## src/rtl/stack_ctrl.sv

```systemverilog
// stack_ctrl: multi-cycle PUSH/POP/CALL/RTS engine for the MiniRISC full-descending stack.
// Define STACK_GUARD_EN to enable the overflow/underflow guard (ERR state, err pulse).
module stack_ctrl #(
  parameter logic [3:0] SP_ADDR     = 4'hF,
  parameter logic [7:0] STACK_EMPTY = 8'h00,
  parameter logic [7:0] STACK_FULL  = 8'h80
) (
  input  logic       clk,
  input  logic       rst_n,
  input  logic       req,
  input  logic [1:0] op,
  input  logic [7:0] push_data,
  input  logic [7:0] pc_in,
  input  logic [3:0] dst_addr,
  input  logic [7:0] sp_in,
  output logic       busy,
  output logic       done,
  output logic       err,
  output logic [7:0] pc_out,
  output logic       pc_load,
  output logic       rf_wr_en,
  output logic [3:0] rf_wr_addr,
  output logic [7:0] rf_wr_data,
  output logic [7:0] dm_addr,
  output logic       dm_wr,
  output logic       dm_rd,
  output logic [7:0] dm_wdata,
  input  logic [7:0] dm_rdata
);

  typedef enum logic [1:0] {
    OP_PUSH = 2'b00,
    OP_POP  = 2'b01,
    OP_CALL = 2'b10,
    OP_RTS  = 2'b11
  } op_t;

  typedef enum logic [2:0] {
    S_IDLE, S_MWR, S_MRD, S_CAP, S_RFW, S_SPW, S_DONE
`ifdef STACK_GUARD_EN
    , S_ERR
`endif
  } state_t;

  state_t     state, state_nxt;
  op_t        op_q;
  logic [7:0] sp_q, data_q, cap_q;
  logic [3:0] dst_q;
  logic [7:0] sp_dec, sp_inc;
  logic       op_is_pop;

  assign sp_dec    = sp_q - 8'd1;
  assign sp_inc    = sp_q + 8'd1;
  assign op_is_pop = (op_q == OP_POP) || (op_q == OP_RTS);

`ifdef STACK_GUARD_EN
  // Pop-type ops have op[0] set; push-type ops have it clear.
  logic guard_hit;
  assign guard_hit = (!op[0] && (sp_in == STACK_FULL)) || (op[0] && (sp_in == STACK_EMPTY));
`else
  logic unused_guard_params;
  assign unused_guard_params = ^{STACK_FULL, STACK_EMPTY};
`endif

  // NOTE: sequential state uses non-blocking assignments so every register
  // samples the pre-edge value of its sources, independent of statement order.
  always_ff @(posedge clk or negedge rst_n) begin
    if (!rst_n) begin
      state  <= S_IDLE;
      op_q   <= OP_PUSH;
      sp_q   <= '0;
      data_q <= '0;
      dst_q  <= '0;
      cap_q  <= '0;
    end else begin
      state <= state_nxt;
      if (state == S_IDLE && req) begin
        op_q   <= op_t'(op);
        sp_q   <= sp_in;
        data_q <= (op_t'(op) == OP_CALL) ? pc_in : push_data;
        dst_q  <= dst_addr;
      end
      if (state == S_CAP) cap_q <= dm_rdata;
    end
  end

  // Outputs decode from the state register only, so an asynchronous reset
  // silences every strobe the moment it asserts.
  always_comb begin
    // NOTE: every output and next-state gets a default first; a path that
    // skipped an assignment would otherwise infer a latch.
    state_nxt  = state;
    busy       = 1'b0;
    done       = 1'b0;
    err        = 1'b0;
    pc_out     = '0;
    pc_load    = 1'b0;
    rf_wr_en   = 1'b0;
    rf_wr_addr = '0;
    rf_wr_data = '0;
    dm_addr    = '0;
    dm_wr      = 1'b0;
    dm_rd      = 1'b0;
    dm_wdata   = '0;

    case (state)
      S_IDLE: begin
        if (req) begin
          state_nxt = op[0] ? S_MRD : S_MWR;
`ifdef STACK_GUARD_EN
          if (guard_hit) state_nxt = S_ERR;
`endif
        end
      end
      S_MWR: begin
        busy      = 1'b1;
        dm_wr     = 1'b1;
        dm_addr   = sp_dec;
        dm_wdata  = data_q;
        state_nxt = S_SPW;
      end
      S_MRD: begin
        busy      = 1'b1;
        dm_rd     = 1'b1;
        dm_addr   = sp_q;
        state_nxt = S_CAP;
      end
      S_CAP: begin
        busy      = 1'b1;
        state_nxt = S_RFW;
      end
      S_RFW: begin
        busy = 1'b1;
        if (op_q == OP_RTS) begin
          pc_load = 1'b1;
          pc_out  = cap_q;
        end else begin
          rf_wr_en   = 1'b1;
          rf_wr_addr = dst_q;
          rf_wr_data = cap_q;
        end
        state_nxt = S_SPW;
      end
      S_SPW: begin
        // Written after RFW, so a POP into SP still ends with the adjusted SP.
        busy       = 1'b1;
        rf_wr_en   = 1'b1;
        rf_wr_addr = SP_ADDR;
        rf_wr_data = op_is_pop ? sp_inc : sp_dec;
        state_nxt  = S_DONE;
      end
      S_DONE: begin
        done      = 1'b1;
        state_nxt = S_IDLE;
      end
`ifdef STACK_GUARD_EN
      S_ERR: begin
        done      = 1'b1;
        err       = 1'b1;
        state_nxt = S_IDLE;
      end
`endif
      default: state_nxt = S_IDLE;
    endcase
  end

endmodule
```

## config.mk

```make
export PLATFORM = sky130hd
export DESIGN_NAME = stack_ctrl
export DESIGN_NICKNAME = d
export VERILOG_FILES = /design/src/rtl/stack_ctrl.sv
export SDC_FILE = /design/constraint.sdc
export NUM_CORES = 1
export LEC_CHECK = 0
export CAP_MARGIN = 20
export CORE_MARGIN = 8
export CORE_UTILIZATION = 47
export CTS_CLUSTER_DIAMETER = 100
export CTS_CLUSTER_SIZE = 8
export DETAILED_ROUTE_END_ITERATION = 10
export HOLD_SLACK_MARGIN = 0.02
export PLACE_DENSITY = 0.93
export SLEW_MARGIN = 20
export SYNTH_ARGS = -nofsm -noshare
export SYNTH_HDL_FRONTEND = slang
export SYNTH_SLANG_ARGS = --single-unit
export TNS_END_PERCENT = 50
```

## constraint.sdc

```tcl
create_clock -name clk -period 2.55 [get_ports clk]
set_input_delay 0.255 -clock clk [delete_from_list [all_inputs] [get_ports clk]]
set_output_delay 0.255 -clock clk [all_outputs]
set_load 0.01 [all_outputs]
```

# Word level (Yosys, flattened, before mapping)
# Cells that the tools add are included.
[op_classes] reduce_logical=5 bitwise_logic=0 n_shift=0 n_mul=0 n_eq_ne=10 n_mux=21 div_mod_pow=0 n_addsub=2 magnitude_cmp=0
[op_table] cell="2-to-1 mux 8 bit" count=6
[op_table] cell="one-hot mux 8 bit (2 select lines)" count=2
[op_table] cell="one-hot mux 3 bit (5 select lines)" count=1
[op_table] cell="equality test 3 bit, second input constant" count=3
[op_table] cell="adder 8 x 1 -> 8 bit, second input constant" count=1
[op_table] cell="one-hot mux 4 bit (2 select lines)" count=1
[op_table] cell="subtractor 8 x 1 -> 8 bit, second input constant" count=1
[op_table] cell="2-to-1 mux 1 bit" count=7
[op_table] cell="equality test 3 x 2 -> 1 bit, second input constant" count=2
[op_table] cell="OR reduction 5 bit" count=1
[op_table] cell="equality test 2 bit, second input constant" count=2
[op_table] cell="2-to-1 mux 4 bit" count=1
[op_table] cell="equality test 3 x 1 -> 1 bit, second input constant" count=1
[op_table] cell="logical NOT 3 bit" count=1
[op_table] cell="2-to-1 mux 3 bit" count=1
[op_table] cell="equality test 2 x 1 -> 1 bit, second input constant" count=1
[op_table] cell="2-to-1 mux 2 bit" count=1
[op_table] cell="!= test 2 bit, second input constant" count=1
[op_table] cell="one-hot mux 1 bit (2 select lines)" count=1
[op_table] cell="OR reduction 2 bit" count=1
[op_table] cell="logical AND 1 bit" count=1
[op_table] cell="logical OR 1 bit" count=1
[word_totals] word_cells=44 latch_bits=0 reg_bits=33 mem_bits_rw=0 memories=0 rom_bits=0

# Depth between registers and ports, before layout
[depth] depth_word=4 mapped_depth=7

# Worst setup path after synthesis
# No wires, ideal clock.
[synth_path] kind="flip-flop to output port" from="reg sp_q[3]" to="out dm_addr[7]" path_stages_with_launch=6 path_buffers=1 arrival_ps=1536 slack_ps=759 required_ps=2295 path_cell_list="dfrtp_1 > buf_6 > or4_4 > nor2_4 > nand2_1 > o31ai_1"
[synth_between] elab_chain_len=2
[synth_rtl] item="start: declaration" line="47" text="logic [7:0] sp_q, data_q, cap_q;"
[synth_rtl] item="start signal: assignment" line="79" text="sp_q <= sp_in;"
[synth_rtl] item="subtractor 8 x 1 -> 8 bit" line="52" text="assign sp_dec = sp_q - 8'd1;"
[synth_rtl] item="one-hot mux 8 bit (2 select lines)" line="106" text="case (state)"
[synth_rtl] item="end: declaration" line="24" text="output logic [7:0] dm_addr,"
# No other way between the ends.

# Worst setup path after layout
[layout_path] from="reg sp_q[2]" to="out rf_wr_data[6]"
[layout_between] elab_chain_len=3 elab_cells_between_ends=4
[layout_rtl] item="subtractor 8 x 1 -> 8 bit or adder 8 x 1 -> 8 bit (tied branches)" line="52, 53"
[layout_rtl] item="2-to-1 mux 8 bit (*)" line="149" text="rf_wr_data = op_is_pop ? sp_inc : sp_dec;"
[layout_rtl] item="one-hot mux 8 bit (2 select lines) (*)" line="106"
[layout_rtl] item="end: declaration" line="23" text="output logic [7:0] rf_wr_data,"
# Mark *: on every way between the ends. The rest lies on a longest branch, timed or not.

==> flow_summary.toml <==
[clocking]
cts_num_sinks = 33
worstSkewPairLatency_ns = 0.29
inserted_clock_buffers = 5
post_cts_buffers = 0
cts.path.max_buffers = 2
cts_max_level = 2
tritoncts = "built"
cts.reportedPaths.clkPinSlew_ns = 0.07
clockRootBuffer = "clkbuf_8"

[synth]
synth-compound-area-share_pct = 14.20
mappedNetlistArea_um2 = 2062
synth_async_sr_flop_share_pct = 100.0
syn-num-nets = 271
yosysMostFrequentCell = "dfrtp_1"
number_of_flops_mapped_to_enable_cells_by_yosys = 0
synth-simple-area-share_pct = 21.00
synth_top_area_cell = "dfrtp_1"
synth-seq-area-share_pct = 40.05
yosysWarnings = 0
muxShareOfSynthArea_pct = 14.26
adder_cell_share_of_the_synthesized_area_pct = 1.699
synthesis.instances = 228
synthXorXnorAreaFrac_pct = 2.973
most_frequent_cells_after_synthesis = "dfrtp_1, nand2_1, nor2_1"
synth_top_area_share_pct = 40.05
syn_area_per_cell_um2 = 9.044
post_synth_num_cell_types = 44
ys.flop_type = "dfrtp_1"
synth_top_family_by_area = "simple AND/OR/NAND/NOR gates"
synthTopCellsByArea = "dfrtp_1, mux2_2, and2_1"
yosys_register_bits = 33

[detailed_routing]
dr_total_vias = 1943
detailedRoute.firstIterationViolations = 116
post-route-drc-count = 0
route.antenna.remaining_nets = 0
detail_route.wirelength_um = 5728
avgViaCountPerCell = 5.294
avgRoutedWirePerCell_um = 15.61
drt_pass1_iterations = 4

[critical_path]
critical_path.endpoint_type = "primary output"
cp.arrival_ns = 2.19
startpoint_type = "flop"
rr_startpoint = "state[0]$_DFFE_PN0P_"
critical_path.slowest_cell = "or4_4"
worst_setup_path_startpoint = "sp_q[2]$_DFFE_PN0P_"
crit_type = "reg2out"
max_stage_delay_ns = 0.58
crit_required_ns = 2.30
critical_path.cell_chain = "or4_4 > o22ai_2 > xnor2_1 > o21ai_2 > clkdlybuf4s50_1"
worst-path-max-fanout = 3

[global_routing]
grt_overflow = 0
pin_count_of_the_biggest_net_entering_global_routing = 34
grt_pass1_vias = 1928
grt_pass1_wl_um = 9087
grt.total_usage_pct = 17.36
initial_antenna_violation_count = 0

[die]
fp.dieW_um = 82.24
fp.dieH_um = 82.24
core_area_um2 = 4294
start_util_pct = 48.02
placement_rows = 24
design.portCount = 84
die_area_um2 = 6763

[timing]
fin_hold_ws_ns = 0.01786
hold_viol = 0
achievable-frequency_mhz = 409.5
min_period_over_period_pct = 95.77
grt_setup_unrepaired = "no"
worst_slew_margin_rel_pct = 51.87
finalSetupTns_ns = 0
finalCriticalPeriod_ns = 2.442
slew_viol_final = 0
worst_pin_slew_ns = 0.7219
setup_viol = 0
clock_skew_ns = 0.002764
setup_ws_post_layout_ns = 0.1079

[finish]
number_of_antenna_cells_inserted = 0
finalNonFillerCells = 367
area.growth.synth_to_final_pct = 50.73
nFillCells = 346
final_design_area_no_fill_um2 = 3108
finish.net_count = 357
ff_latch_area_um2 = 828.3
layout-drive-gt1-share_pct = 19.37
finalCoreUtilization_pct = 72.38
area_of_combinational_cells_with_multiple_inputs_um2 = 1159

[place]
placedCellCount = 358
dpl_cell_area_um2 = 2950
preCtsSetupSlack_ns = 0.2971
gp_congestion = 0.8799
port_buffers = 82
dp_hpwl_um = 4310

[power]
total_power_mw = 3.679
power.leakage_nw = 1.338
vdd.ir_drop.worst_v = 0.0007005
p_per_area_nw_per_um2 = 1184

[flow_run]
cap_violations = 0

[hold_path]
timing.hold.worst.class = "in2async"

[run_status]
status = "finished, final reports clean"
[cells by family (layout without fill, tap and decap cells)]
logic type               Yosys count  count (layout)
AND/OR/NAND/NOR                   84              85
AO/OA/AOI/OAI                     50              50
flip-flops                        33              33
multiplexers                      27              27
buffers and inverters             23             109
XOR/XNOR                           7               7
adder cells (fa/ha/maj)            3               3
other                              1               1
[cells in the final DEF, fill, tap and decap left out, types with 2 or more instances in the layout]
cell,count
clkdlybuf4s50_1,75
dfrtp_1,31
nand2_1,21
nor2_1,21
mux2_2,19
a21oi_1,18
o21ai_0,17
and2_1,17
buf_4,14
mux2i_1,8
clkbuf_8,7
dlymetal6s2s_1,6
nor3_1,5
xor2_1,5
inv_1,4
o31ai_1,3
nand3_1,2
nand2b_1,2
a31oi_1,2
o21ai_1,2
o21ai_2,2
xnor2_1,2
nor3_2,2
and3_1,2
dfrtp_2,2
[power breakdown]
group | switching [mW] | total (mW) | internal, mW
registers | 0.231 | 1.03 | 0.794
clock network | 0.194 | 0.437 | 0.244
logic | 1.07 | 2.22 | 1.15
total | 1.49 | 3.68 | 2.19
[worst max-delay path: cells and delay by family (launching register included)]
kind	cells	cell delay, ns
AOI/OAI and AO/OA	2	0.30
DFF	1	0.38
xor gates and xnor gates	1	0.09
buffers and inverters	1	0.55
and+or+nand+nor	1	0.58
[final timing paths]
kind	slack, ns	cells after the start	end
setup / recovery	0.11	5	rf_wr_data[6]
hold / removal	0.02	1	sp_q[3]$_DFFE_PN0P_
setup reg to reg	0.65	6	data_q[3]$_DFFE_PN0P_
hold reg to reg	0.51	1	dst_q[2]$_DFFE_PN0P_
max in group asynchronous	2.02	1	state[2]$_DFFE_PN0P_
min in group clk	0.51	1	dst_q[2]$_DFFE_PN0P_
[layout make-up]
type | instances | area share (%)
Clock buffer | 7 | 3.100
Clock inverter | 1 | 0.1610
Inverter | 5 | 0.6039
Tap cell | 52 | 2.093
Sequential cell | 33 | 26.65
Timing Repair Buffer | 96 | 30.11
Multi-Input combinational cell | 173 | 37.28
[flip-flops by register name, summed over array words and instances, names as in the netlist]
register  count
cap_q         8
data_q        8
sp_q          8
dst_q         4
state         3
op_q          2
[routing by layer]
metal / share of wire [%] / global-route usage, % / wire, um
met1: 42 / 21.21 / 2413
met4: 1.3 / 6.667 / 76
met3: 8.1 / 4.870 / 462
met2: 48 / 28.35 / 2776
met5: 0 / 0 / 0
[what timing repair did]
| action | in CTS | in global routing |
|---|---|---|
| resized for setup | 1 | 14 |
| endpoints found under the setup margin | 8 | 20 |
| gates cloned | 0 | 1 |
| hold buffers | 0 | 0 |
| pin swaps | 0 | 1 |
No activity file was read; power rests on OpenSTA's default activity.
